===== config.mk =====
export PLATFORM = sky130hd
export DESIGN_NAME = fifo_axis_packetizer_flat
export DESIGN_NICKNAME = d
export VERILOG_FILES = /design/src/rtl/fifo_axis_packetizer_pkg.sv /design/src/rtl/fifo_axis_packetizer_if.sv /design/src/rtl/fifo_axis_packetizer_idle_timer.sv /design/src/rtl/fifo_axis_packetizer.sv /design/src/flat_wrapper.sv
export SDC_FILE = /design/constraint.sdc
export NUM_CORES = 1
export LEC_CHECK = 0
export BUFFER_PORTS_ARGS = -buffer_cell sky130_fd_sc_hd__clkbuf_2
export CAP_MARGIN = 20
export CORE_ASPECT_RATIO = 0.75
export CORE_MARGIN = 2
export CORE_UTILIZATION = 45
export CTS_CLUSTER_DIAMETER = 30
export CTS_CLUSTER_SIZE = 30
export DETAILED_ROUTE_END_ITERATION = 8
export MAX_ROUTING_LAYER = met4
export PLACE_DENSITY = 0.72
export SKIP_LAST_GASP = 1
export SYNTH_ARGS = -nofsm -noshare
export SYNTH_HDL_FRONTEND = slang
export SYNTH_SLANG_ARGS = --single-unit

===== constraint.sdc =====
create_clock -name clk -period 1.51 [get_ports clk]
set_input_delay 0.151 -clock clk [delete_from_list [all_inputs] [get_ports clk]]
set_output_delay 0.151 -clock clk [all_outputs]
set_load 0.05 [all_outputs]

===== src/rtl/fifo_axis_packetizer_pkg.sv =====
// Shared types and default constants for the FIFO-to-AXIS packetizer.
package pkt_pkg;

  typedef enum logic [1:0] {ST_EMPTY, ST_HELD, ST_OUT} pkt_state_t;

  localparam int unsigned PKT_MAX_LEN_DEF = 64;
  localparam int unsigned PKT_TIMEOUT_DEF = 16;

  function automatic int unsigned idle_width(input int unsigned timeout);
    return (timeout < 2) ? 1 : $clog2(timeout + 1);
  endfunction

endpackage


===== src/rtl/fifo_axis_packetizer_if.sv =====
// FIFO read side plus AXI-Stream master side of the packetizer.
interface fifo_axis_packetizer_if #(parameter int unsigned DWIDTH = 8);
  logic              fifo_empty;
  logic              fifo_read;
  logic [DWIDTH-1:0] fifo_read_value;
  logic              m_axis_tvalid;
  logic              m_axis_tready;
  logic [DWIDTH-1:0] m_axis_tdata;
  logic              m_axis_tlast;

  modport master (
    input  fifo_empty, fifo_read_value, m_axis_tready,
    output fifo_read, m_axis_tvalid, m_axis_tdata, m_axis_tlast
  );

  modport slave (
    output fifo_empty, fifo_read_value, m_axis_tready,
    input  fifo_read, m_axis_tvalid, m_axis_tdata, m_axis_tlast
  );
endinterface


===== src/rtl/fifo_axis_packetizer_idle_timer.sv =====
// Idle-cycle counter: cleared outside the held state, saturates at TIMEOUT-1.
module pkt_idle_timer
  import pkt_pkg::*;
#(
  parameter int unsigned TIMEOUT = PKT_TIMEOUT_DEF
) (
  input  logic clk,
  input  logic res,
  input  logic clear_i,
  input  logic enable_i,
  output logic expire_o
);
  localparam int unsigned IW = idle_width(TIMEOUT);
  localparam logic [IW-1:0] LAST_IDLE = IW'(TIMEOUT - 1);

  logic [IW-1:0] idle_cnt_q, idle_cnt_d;

  assign expire_o = (idle_cnt_q == LAST_IDLE);

  always_comb begin
    idle_cnt_d = idle_cnt_q;
    if (clear_i) begin
      idle_cnt_d = '0;
    end else if (enable_i && !expire_o) begin
      idle_cnt_d = idle_cnt_q + 1'b1;
    end
  end

  always_ff @(posedge clk or posedge res) begin
    if (res) idle_cnt_q <= '0;
    else     idle_cnt_q <= idle_cnt_d;
  end
endmodule


===== src/rtl/fifo_axis_packetizer.sv =====
// Drains a FWFT FIFO into AXI-Stream packets closed at MAX_LEN beats or, when
// PKT_TIMEOUT_EN is defined, after TIMEOUT idle cycles with a word held back.
module fifo_axis_packetizer
  import pkt_pkg::*;
#(
  parameter int unsigned DWIDTH    = 8,
  parameter int unsigned LEN_WIDTH = 8,
  parameter int unsigned MAX_LEN   = PKT_MAX_LEN_DEF,
  parameter int unsigned TIMEOUT   = PKT_TIMEOUT_DEF
) (
  input  logic                   clk,
  input  logic                   res,
  fifo_axis_packetizer_if.master bus,
  output logic                   pkt_done
);
  localparam logic [LEN_WIDTH-1:0] MAX_CNT = LEN_WIDTH'(MAX_LEN);

  pkt_state_t           state_q, state_d;
  logic [DWIDTH-1:0]    hold_q, hold_d;
  logic [LEN_WIDTH-1:0] beat_cnt_q, beat_cnt_d, cnt_inc;
  logic                 last_q, last_d;
  logic                 handshake, pop, expire;

  assign handshake         = (state_q == ST_OUT) && bus.m_axis_tready;
  assign cnt_inc           = beat_cnt_q + 1'b1;
  assign bus.m_axis_tvalid = (state_q == ST_OUT);
  assign bus.m_axis_tdata  = hold_q;
  assign bus.m_axis_tlast  = (state_q == ST_OUT) && last_q;
  // Keep the pop strobe quiet while reset holds the FSM in ST_EMPTY.
  assign bus.fifo_read     = pop && !res;
  assign pkt_done          = handshake && last_q;

`ifdef PKT_TIMEOUT_EN
  pkt_idle_timer #(.TIMEOUT(TIMEOUT)) u_idle (
    .clk      (clk),
    .res      (res),
    .clear_i  (state_q != ST_HELD),
    .enable_i ((state_q == ST_HELD) && bus.fifo_empty),
    .expire_o (expire)
  );
`else
  assign expire = 1'b0;
`endif

  always_comb begin
    state_d    = state_q;
    hold_d     = hold_q;
    beat_cnt_d = beat_cnt_q;
    last_d     = last_q;
    pop        = 1'b0;
    case (state_q)
      ST_EMPTY: if (!bus.fifo_empty) pop = 1'b1;
      ST_HELD: begin
        // A word arriving in the expiry cycle takes priority over the timeout.
        if (!bus.fifo_empty) begin
          state_d = ST_OUT;
          last_d  = 1'b0;
        end else if (expire) begin
          state_d = ST_OUT;
          last_d  = 1'b1;
        end
      end
      ST_OUT: begin
        if (handshake) begin
          if (last_q) begin
            beat_cnt_d = '0;
            last_d     = 1'b0;
            state_d    = ST_EMPTY;
          end else begin
            pop = 1'b1;
          end
        end
      end
      default: state_d = ST_EMPTY;
    endcase
    if (pop) begin
      hold_d     = bus.fifo_read_value;
      beat_cnt_d = cnt_inc;
      if (cnt_inc == MAX_CNT) begin
        state_d = ST_OUT;
        last_d  = 1'b1;
      end else begin
        state_d = ST_HELD;
      end
    end
  end

  always_ff @(posedge clk or posedge res) begin
    if (res) begin
      state_q    <= ST_EMPTY;
      hold_q     <= '0;
      beat_cnt_q <= '0;
      last_q     <= 1'b0;
    end else begin
      state_q    <= state_d;
      hold_q     <= hold_d;
      beat_cnt_q <= beat_cnt_d;
      last_q     <= last_d;
    end
  end
endmodule


===== src/flat_wrapper.sv =====
// flat-port wrapper written by rule: the top's interface ports become plain ports
module fifo_axis_packetizer_flat import pkt_pkg::*;
#(
  parameter int unsigned DWIDTH    = 8,
  parameter int unsigned LEN_WIDTH = 8,
  parameter int unsigned MAX_LEN   = PKT_MAX_LEN_DEF,
  parameter int unsigned TIMEOUT   = PKT_TIMEOUT_DEF
)
  (clk, res, pkt_done, bus_fifo_empty, bus_fifo_read_value, bus_m_axis_tready, bus_fifo_read, bus_m_axis_tvalid, bus_m_axis_tdata, bus_m_axis_tlast);
  fifo_axis_packetizer_if #(.DWIDTH(DWIDTH)) bus_i ();
  input  logic clk;
  input  logic res;
  output logic pkt_done;
  input wire logic [$bits(bus_i.fifo_empty)-1:0] bus_fifo_empty;
  input wire logic [$bits(bus_i.fifo_read_value)-1:0] bus_fifo_read_value;
  input wire logic [$bits(bus_i.m_axis_tready)-1:0] bus_m_axis_tready;
  output wire logic [$bits(bus_i.fifo_read)-1:0] bus_fifo_read;
  output wire logic [$bits(bus_i.m_axis_tvalid)-1:0] bus_m_axis_tvalid;
  output wire logic [$bits(bus_i.m_axis_tdata)-1:0] bus_m_axis_tdata;
  output wire logic [$bits(bus_i.m_axis_tlast)-1:0] bus_m_axis_tlast;
  assign bus_i.fifo_empty = bus_fifo_empty;
  assign bus_i.fifo_read_value = bus_fifo_read_value;
  assign bus_i.m_axis_tready = bus_m_axis_tready;
  assign bus_fifo_read = bus_i.fifo_read;
  assign bus_m_axis_tvalid = bus_i.m_axis_tvalid;
  assign bus_m_axis_tdata = bus_i.m_axis_tdata;
  assign bus_m_axis_tlast = bus_i.m_axis_tlast;
  fifo_axis_packetizer #(.DWIDTH(DWIDTH), .LEN_WIDTH(LEN_WIDTH), .MAX_LEN(MAX_LEN), .TIMEOUT(TIMEOUT)) u_core (.clk(clk), .res(res), .bus(bus_i), .pkt_done(pkt_done));
endmodule

==> out/qor.csv, run 1 <==
metric;value;unit
vias in the first global route;1174;
fin cells;215;
CP cell instances;buf_6 -> ha_4 -> and3b_2 -> nor2_4 -> buf_6 -> nor2_4 -> buf_8;
DR WL/cell;16.9;µm
DRT iter0 DRCs;32;
commonest non-fill, non-tap cell in the layout;nand2_1;
asr flop ratio synth;100;%
clock-pin slew on the worst setup and hold paths;0.12;ns
most frequent cells in the layout;nand2_1, buf_4, clkbuf_2;
initial antenna violation count;0;
CP max stage cell;dfrtp_1;
TritonCTS clock tree;built;
CTS Buf Count;3;
Initial Util;46.9;%
kind of cell adding the most delay to the critical path;flip-flops;
GPL Wtd Cong;0.869;
first drt pass iteration count;4;
clock skew;0.00802;ns
sequential-to-total area share from yosys stat;44.6;%
Leak;0.000842;µW
placed cell area;1480;µm²
DR DRC count;0;
RSZ-0062 raised after global routing;true;
CTS Root Cell;clkbuf_4;
full die area;2780;µm²
Fmax;565;MHz
Setup-failing EPs final;23;
synth-to-layout area growth;69.8;%
post-route ant nets;0;
final WL;3630;µm
fin crit share;117;%
port buffer count;23;
Final Instance Area;1810;µm²
total clock sinks;19;
hold slack;0.0203;ns
max-cap violations;0;
clk_lat worst skew;0.32;ns
GRT overflow;0;
failing checks;setup timing;
largest fanout on the critical path;2;
Synth Warn #;0;
Post-synth EDFFs;0;
overall power;3500;µW
H-tree Lvls;1;
pin count of the biggest net entering global routing;14;
Die Wd;60.2;µm
syn nets;135;
dpl cells;202;
Rows;15;
final critical-path required period;1.77;ns
Critical Path AT;1.62;ns
final worst slack;-0.261;ns
Via-to-Cell Ratio;5.56;
pwr dens;1930;nW/µm²
pin slew with the least headroom to its limit;0.367;ns
Die Ht;46.2;µm
IO Pins;24;
library cells used by synthesis;37;
vias;1195;
largest area contributor in the netlist;dfrtp_1;
synth top area cells;dfrtp_1, nand2_1, ha_1, a21oi_1, mux2i_1;
Crit Path Class;flip-flop to primary output;
first-pass GRT wire length;5380;µm
layout cells sized above 1;55.8;%
final cell utilization of the core;79.7;%
Post-Syn Instances;119;
run status;finished with violations;
layout filler cell count;149;
Pins Over Slew Limit;0;
post-DP HPWL;2230;µm
Clock Path Buffers;2;
Main synth FF type;dfrtp_1;
Min-Delay Path Class;primary input to flip-flop;
Slew HR;75.5;%
nets;198;
diode count;0;
GRT Total Usage;29.3;%
synthesized area per cell;8.96;µm²
data required time of the worst path;1.36;ns
slowest stage delay, CP;0.40;ns
VDD IR max;1.38;mV
Crit. End Element;primary output;
Synth top area share;44.6;%
CP Launch Type;flip-flop;
Final Hold Violating Endpoints;0;
post-synthesis sequential element count;19;
Core Region;2270;µm²
Post-Syn Area;1070;µm²
Worst Path Buf+Inv;3;
-- where the power goes --
part	total (µW)	switching [µW]	internal [µW]	leakage (µW)
Combinational	2350	1350	994	0.000588
Clock	286	184	102	0.0000139
Sequential	863	167	695	0.000240
Total	3500	1700	1790	0.000842
-- timing repair --
item	CTS	global route
gates cloned	1	0
endpoints found under the hold margin	6	1
resized for setup	46	13
buffers inserted	7	1
hold buffers	1	1
pin swaps	16	3
setup endpoints to repair	23	23
-- kinds of logic after synthesis --
logic type,share of synthesized area (%)
adders and majority gates,4.70
muxes,2.82
DFF,44.6
buffers and inverters,1.76
AOI/OAI and AO/OA,16.8
and+or+nand+nor,29.3
-- flip-flops by register name, indices dropped and copies added (netlist names) --
register	flops
u_core.beat_cnt_q	8
u_core.bus.m_axis_tdata	8
u_core.state_q	2
u_core.last_q	1
-- worst register-to-register path: cells and delay by family (launching register included) --
family                     cells  cell delay (ns)
AOI/OAI and AO/OA              3             0.47
buffers and inverters          3             0.39
DFF                            1             0.40
and+or+nand+nor                1             0.23
adders and majority gates      1             0.15
-- stage by stage --
stage	setup TNS, ns	setup WS [ns]
floorplan	-0.130	-0.0927
global placement	-0.424	-0.0878
detailed placement	-1.09	-0.135
CTS	-2.97	-0.281
global route	-3.67	-0.317
finish	-2.51	-0.261
-- layer usage --
layer  part of all wire [%]  vias up  GRT usage (%)
li1                       -      549              -
met1                     37      573           29.0
met2                     53       52           50.4
met3                    5.0       21           8.71
met4                    4.7        0           19.1
met5                      0        -              -
-- path summary, 6_finish.rpt --
| kind | start | endpoint | slack (ns) | cells after the start |
|---|---|---|---|---|
| setup / recovery | u_core.state_q[1] | bus_fifo_read | -0.26 | 7 |
| hold / removal | bus_fifo_read_value[7] | u_core.bus.m_axis_tdata[7] | 0.02 | 3 |
| setup reg to reg | u_core.state_q[1] | u_core.state_q[1] | -0.23 | 8 |
| hold reg to reg | u_core.bus.m_axis_tdata[7] | u_core.bus.m_axis_tdata[7] | 0.48 | 2 |
| max in group asynchronous | res | u_core.beat_cnt_q[3] | 0.69 | 4 |
| min in group asynchronous | res | u_core.last_q | 0.34 | 3 |
-- synthesized netlist by cell type (2+ instances only) --
| library cell | number |
|---|---|
| nand2_1 | 35 |
| o21ai_0 | 4 |
| a21oi_1 | 6 |
| mux2i_1 | 3 |
| inv_1 | 3 |
| and2_1 | 2 |
| nor2_1 | 5 |
| clkbuf_1 | 2 |
| a21o_1 | 2 |
| o21ai_1 | 3 |
| ha_1 | 4 |
| nand3_1 | 3 |
| nand2b_1 | 2 |
| dfrtp_1 | 19 |
| and4_1 | 3 |
| and3_2 | 2 |
-- cell type report --
type | instances | area, µm² | share of cell area, %
flip-flops and latches | 19 | 480 | 26.5
clock inverters | 1 | 7.51 | 0.415
clock buffers | 3 | 22.5 | 1.24
multi-input cells | 95 | 751 | 41.5
inverters | 3 | 11.3 | 0.622
well taps | 34 | 42.5 | 2.35
repair buffers | 60 | 495 | 27.4
No activity file was read; power rests on OpenSTA's default activity.
==> inputs of run 2 (changes only) <==
GPL_TIMING_DRIVEN = 0   (was default)
PLACE_DENSITY = 0.69   (was 0.72)
clock period = 1.87 ns   (was 1.51 ns; I/O delays follow)
==> run 2 against run 1 <==
Net effect:
- the run ends with hold timing left
- first-iteration DRC count down 22%
- critical endpoint unchanged
- register-to-register slack better by 0.29 ns
- clock power down 23%
- largest power group unchanged
- final area fell by 24%
- via count down 18%
- cell count shrank 13%
- sequential power is 20% lower
- critical path depth down 1
- clock-buffer cell count unchanged
- routed wire length shrank 31%
- non-clock buffer count down 29
==> out/qor.csv, run 2 (same netlist as run 1, synthesis figures left out) <==
metric;value;unit;change
final critical-path required period;1.85;ns;
IO Pins;24;;unchanged
Pins Over Slew Limit;0;;unchanged
hold slack;-0.00930;ns;was 0.0203 ns
RR Endpoint;u_core.state_q[0];;was u_core.state_q[1]
GRT Total Usage;20.4;%;was 29.3%
data required time of the worst path;1.68;ns;was 1.36 ns
CTS Root Cell;clkbuf_4;;unchanged
RSZ-0062 raised after global routing;true;;unchanged
fin cells;186;;was 215
Crit. End Element;primary output;;unchanged
Fmax;542;MHz;
DR WL/cell;13.5;µm;was 16.9 µm
CP cell instances;inv_2 -> ha_4 -> and3b_2 -> nor2_4 -> nor2_4 -> buf_8;;was buf_6 -> ha_4 -> and3b_2 -> nor2_4 -> buf_6 -> nor2_4 -> buf_8
RR Startpoint;u_core.beat_cnt_q[1];;was u_core.state_q[1]
failing checks;hold timing;;was setup timing
diode count;0;;unchanged
overall power;2180;µW;was 3500 µW
full die area;2780;µm²;unchanged
fin crit share;98.7;%;
slowest stage delay, CP;0.39;ns;was 0.40 ns
max-cap violations;0;;unchanged
VDD IR max;0.814;mV;was 1.38 mV
synth-to-layout area growth;28.9;%;was 69.8%
clock skew;0.00963;ns;was 0.00802 ns
Leak;0.000660;µW;was 0.000842 µW
cell mode on critical path;nor2_4;;
Final Hold Violating Endpoints;12;;was 0
Die Wd;60.2;µm;unchanged
Min-Delay Path Class;primary input to async pin;;was primary input to flip-flop
Initial Util;46.9;%;unchanged
Reg2Reg Depth;5;;was 8
initial antenna violation count;0;;unchanged
CTS Buf Count;3;;unchanged
DRT iter0 DRCs;25;;was 32
vias;982;;was 1195
total clock sinks;19;;unchanged
pin slew with the least headroom to its limit;0.713;ns;was 0.367 ns
dpl cells;176;;was 202
DR DRC count;0;;unchanged
largest fanout on the critical path;11;;was 2
first drt pass iteration count;4;;unchanged
TritonCTS clock tree;built;;unchanged
Crit Path Class;flip-flop to primary output;;unchanged
GPL Wtd Cong;0.881;;was 0.869
Slew HR;52.4;%;was 75.5%
nets;169;;was 198
commonest non-fill, non-tap cell in the layout;nand2_1;;unchanged
clk_lat worst skew;0.31;ns;was 0.32 ns
vias in the first global route;854;;was 1174
first-pass GRT wire length;3950;µm;was 5380 µm
H-tree Lvls;1;;unchanged
pin count of the biggest net entering global routing;20;;was 14
Rows;15;;unchanged
final WL;2520;µm;was 3630 µm
Critical Path AT;1.66;ns;was 1.62 ns
Worst R2R Setup Slack;0.06;ns;was -0.23 ns
port buffer count;23;;unchanged
most frequent cells in the layout;nand2_1, clkbuf_2, dfrtp_1;;was nand2_1, buf_4, clkbuf_2
CP max stage cell;dfrtp_1;;unchanged
Setup-failing EPs final;0;;was 23
pwr dens;1590;nW/µm²;was 1930 nW/µm²
clock-pin slew on the worst setup and hold paths;0.12;ns;about the same
Die Ht;46.2;µm;unchanged
post-route ant nets;0;;unchanged
post-DP HPWL;1790;µm;was 2230 µm
Core Region;2270;µm²;unchanged
hold-fix buffers at CTS;0;;was 1
layout cells sized above 1;35.5;%;was 55.8%
Via-to-Cell Ratio;5.28;;was 5.56
run status;finished with violations;;unchanged
CP Launch Type;flip-flop;;unchanged
GRT overflow;0;;unchanged
Clock Path Buffers;2;;unchanged
==> run 2: changes by cell type in the layout (fill, tap and decap cells not counted), moves of 2 or more <==
cell,change
a21oi_1,+3
a21oi_2,-3
a31oi_2,+2
buf_4,-18
buf_6,-10
clkbuf_16,-2
clkbuf_2,+4
dfrtp_1,+2
dfrtp_2,-2
dlygate4sd3_1,-2
nand2_1,+7
nand2_2,-6
o21ai_1,+2
o21ai_2,-3
==> run 2: how the worst max path moves through the flow <==
| stage | start | endpoint | cells past startpoint |
|---|---|---|---|
| 2_1_floorplan | u_core.state_q[0] | bus_fifo_read | 6 |
| 3_3_place_gp | u_core.state_q[0] | bus_fifo_read | 7 |
| 3_5_place_dp | u_core.state_q[0] | bus_fifo_read | 7 |
| 4_1_cts | u_core.state_q[1] | bus_fifo_read | 7 |
| 5_1_grt | u_core.state_q[0] | bus_fifo_read | 6 |
| 6_report | u_core.state_q[0] | bus_fifo_read | 6 |
==> run 2: metrics by stage <==
step | utilization, % | setup TNS (ns) | instance area [µm²] | setup WS (ns)
floorplan | - | 0 | 1080 | 0.0143
global placement | 54.3 | -0.236 | 1230 | -0.218
detailed placement | 54.3 | -0.602 | 1230 | -0.259
CTS | 58.5 | -0.0235 | 1330 | -0.0235
global route | 60.5 | -0.0735 | 1370 | -0.0728
finish | 60.5 | 0 | 1370 | 0.0245
==> run 2: area by class of cell <==
class	count	area, µm²
Fill cell	186	897
Multi-Input combinational cell	95	629
Sequential cell	19	478
Timing Repair Buffer	30	178
Tap cell	34	42.5
Clock buffer	3	22.5
Inverter	3	11.3
Clock inverter	1	7.51
Buffer	1	5.00
==> run 2: report_power, final <==
group | total, µW | switching (µW) | internal [µW]
Combinational | 1270 | 836 | 432
Sequential | 693 | 134 | 558
Clock | 219 | 137 | 81.7
Total | 2180 | 1110 | 1070
==> run 2: layer usage <==
layer / track usage, % / wire, µm / vias to the layer above
met2: 31.1 / 1210 / 23
li1: - / - / 490
met5: - / 0 / -
met1: 26.7 / 1160 / 467
met3: 5.90 / 132 / 2
met4: 5.33 / 14 / 0
==> run 2: repair_timing <==
item / 4_1_cts / 5_1_grt
gates cloned: 0 / 0
setup endpoints to repair: 12 / 14
pin swaps: 1 / 1
setup buffers: 2 / 5
resized for setup: 14 / 8
==> run 2: critical path: cells and delay by family (launching register included) <==
family / cells / cell delay [ns]
simple gates: 3 / 0.56
flops: 1 / 0.39
buf+inv: 2 / 0.22
fa+ha+maj: 1 / 0.18
==> inputs of run 3 (changes only) <==
ABC_AREA = 1   (was default)
CORE_UTILIZATION = 52   (was 45)
PLACE_DENSITY = 0.78   (was 0.69)
RECOVER_POWER = 25   (was default)
==> run 3 against run 2 <==
Net effect:
- the run now ends clean
- critical path type unchanged
- non-clock buffer count is 1 lower
- synthesized area is 0.47% higher
- cell count is 3.2% higher
- worst hold slack better by 0.013 ns
- synthesized cell count is 15% higher
==> out/qor.csv, run 3 <==
metric;value;unit;change
total clock sinks;19;;unchanged
RSZ-0062 raised after global routing;false;;was true
Reg power frac;31.3;%;was 31.8%
setup_tns;0;ns;unchanged
sequential-to-total area share from yosys stat;44.4;%;was 44.6%
Crit. End Element;primary output;;unchanged
pin count of the biggest net entering global routing;20;;unchanged
syn nets;153;;was 135
Clock power frac;9.4;%;was 10.1%
vias;954;;was 982
Main synth FF type;dfrtp_1;;unchanged
full die area;2440;µm²;was 2780 µm²
Worst Path Buf+Inv;3;;was 2
clock-pin slew on the worst setup and hold paths;0.12;ns;about the same
layout filler cell count;166;;was 186
CTS Root Cell;clkbuf_4;;unchanged
Die Ht;43.3;µm;was 46.2 µm
fin crit share;94.4;%;was 98.7%
port buffer count;23;;unchanged
Post-synth EDFFs;0;;unchanged
Post-Syn Instances;137;;was 119
first drt pass iteration count;4;;unchanged
Comb power frac;59.3;%;was 58.2%
largest fanout on the critical path;5;;was 11
GRT Total Usage;21.8;%;was 20.4%
layout cells sized above 1;33.9;%;was 35.5%
data required time of the worst path;1.68;ns;about the same
largest area contributor in the netlist;dfrtp_1;;unchanged
synth cell count leaders;nand2_1, dfrtp_1, inv_1;;was nand2_1, dfrtp_1, a21oi_1
Crit Path Class;flip-flop to primary output;;unchanged
most frequent cells in the layout;nand2_1, clkbuf_2, dfrtp_1;;unchanged
synth top area cells;dfrtp_1, nand2_1, inv_1, ha_1, nand3_1;;was dfrtp_1, nand2_1, ha_1, a21oi_1, mux2i_1
Critical Path AT;1.58;ns;was 1.66 ns
VDD IR max;1.11;mV;was 0.814 mV
first-pass GRT wire length;3920;µm;was 3950 µm
post-DP HPWL;1610;µm;was 1790 µm
Crit path depth;7;;was 6
CP Launch Type;flip-flop;;unchanged
Min-Delay Path Class;primary input to async pin;;unchanged
pwr dens;1790;nW/µm²;was 1590 nW/µm²
max-cap violations;0;;unchanged
CTS Buf Count;3;;unchanged
final WL;2270;µm;was 2520 µm
final cell utilization of the core;66.1;%;was 60.5%
Synth top area share;44.4;%;was 44.6%
DR WL/cell;11.8;µm;was 13.5 µm
hold-fix buffers at CTS;0;;unchanged
kind of cell adding the most delay to the critical path;flip-flops;;was simple AND/OR/NAND/NOR gates
GPL Wtd Cong;0.808;;was 0.881
GRT overflow;0;;unchanged
top-count cell post-synth;nand2_1;;unchanged
diode count;0;;unchanged
final critical-path required period;1.77;ns;was 1.85 ns
TritonCTS clock tree;built;;unchanged
cell mode on critical path;nor2_4;;unchanged
H-tree Lvls;1;;unchanged
synthesized area per cell;7.82;µm²;was 8.96 µm²
DR DRC count;0;;unchanged
Clock Path Buffers;2;;unchanged
initial antenna violation count;0;;unchanged
commonest non-fill, non-tap cell in the layout;nand2_1;;unchanged
pin slew with the least headroom to its limit;0.701;ns;was 0.713 ns
clock skew;0.00349;ns;was 0.00963 ns
Via-to-Cell Ratio;4.97;;was 5.28
Pins Over Slew Limit;0;;unchanged
IO Pins;24;;unchanged
run status;finished clean;;was finished with violations
Fmax;566;MHz;was 542 MHz
Setup-failing EPs final;0;;unchanged
clk_lat worst skew;0.31;ns;about the same
Post-Syn Area;1070;µm²;about the same
Worst R2R Setup Slack;0.16;ns;was 0.06 ns
Initial Util;54.1;%;was 46.9%
DRT iter0 DRCs;12;;was 25
Slew HR;53.2;%;was 52.4%
Psw;1230;µW;was 1110 µW
Leak;0.000703;µW;was 0.000660 µW
Rows;14;;was 15
CP max stage cell;dfrtp_1;;unchanged
asr flop ratio synth;100;%;unchanged
Final Hold Violating Endpoints;0;;was 12
slowest stage delay, CP;0.44;ns;was 0.39 ns
nets;185;;was 169
library cells used by synthesis;22;;was 37
Die Wd;56.4;µm;was 60.2 µm
vias in the first global route;890;;was 854
Core Region;1980;µm²;was 2270 µm²
Internal;1100;µW;was 1070 µW
Reg2Reg Depth;10;;was 5
Sw Share;52.7;%;was 50.8%
CP cell instances;inv_2 -> ha_2 -> inv_1 -> nor2_4 -> nor2_4 -> nor2_4 -> clkbuf_8;;was inv_2 -> ha_4 -> and3b_2 -> nor2_4 -> nor2_4 -> buf_8
Synth Warn #;0;;unchanged
synth-to-layout area growth;22.2;%;was 28.9%
post-synthesis sequential element count;19;;unchanged
post-route ant nets;0;;unchanged
-- run 3: timing repair --
item                       CTS  global route
pin swaps                    2             1
buffers inserted             1             4
resized for setup            6             1
setup endpoints to repair    1             1
gates cloned                 1             0
-- run 3: area by class of cell --
type,count,area [µm²],share of cell area (%)
Tap cell,24,30.0,2.29
Timing Repair Buffer,28,160,12.2
Clock buffer,3,22.5,1.72
Inverter,17,63.8,4.88
Multi-Input combinational cell,98,539,41.2
Buffer,2,12.5,0.956
Clock inverter,1,5.00,0.382
Sequential cell,19,475,36.3
-- run 3: stage by stage --
step / cells / power, µW / hold slack, ns / cell area, µm² / setup WS [ns]
CTS: 188 / 2270 / 0.0315 / 1270 / 0.00210
global placement: 184 / 1980 / 0.364 / 1240 / -0.000571
floorplan: 137 / 1750 / 0.138 / 1090 / 0.103
finish: 192 / 2340 / 0.00419 / 1310 / 0.104
detailed placement: 184 / 2030 / 0.368 / 1240 / -0.0332
global route: 192 / 2500 / 0.0551 / 1310 / 0.0145
-- run 3: worst paths after layout --
check                                           start                          to
max                                 u_core.state_q[1]               bus_fifo_read
min                                               res           u_core.state_q[0]
max reg2reg                         u_core.state_q[1]  u_core.bus.m_axis_tdata[0]
min reg2reg                u_core.bus.m_axis_tdata[1]  u_core.bus.m_axis_tdata[1]
max in group asynchronous                         res  u_core.bus.m_axis_tdata[2]
min in group clk               bus_fifo_read_value[2]  u_core.bus.m_axis_tdata[2]
-- run 3: kinds of logic after synthesis --
group                    share of synthesized area [%]
adder cells (fa/ha/maj)                           4.67
flip-flops                                        44.4
AND/OR/NAND/NOR                                   35.0
buffers and inverters                             8.64
AO/OA/AOI/OAI                                     7.24
-- run 3: power groups by stage --
stage | Combinational, µW | Clock (µW) | Sequential (µW)
2_1_floorplan | 752 | 0 | 1000
3_3_place_gp | 1250 | 0 | 728
3_5_place_dp | 1290 | 0 | 733
4_1_cts | 1320 | 218 | 729
5_1_grt | 1510 | 242 | 756
6_report | 1380 | 220 | 732
-- run 3: per-layer routing --
layer / vias up / wire (µm) / track usage, %
li1: 497 / - / -
met1: 421 / 1130 / 29.7
met2: 31 / 985 / 32.9
met3: 5 / 133 / 6.40
met4: 0 / 23 / 3.81
met5: - / 0 / -
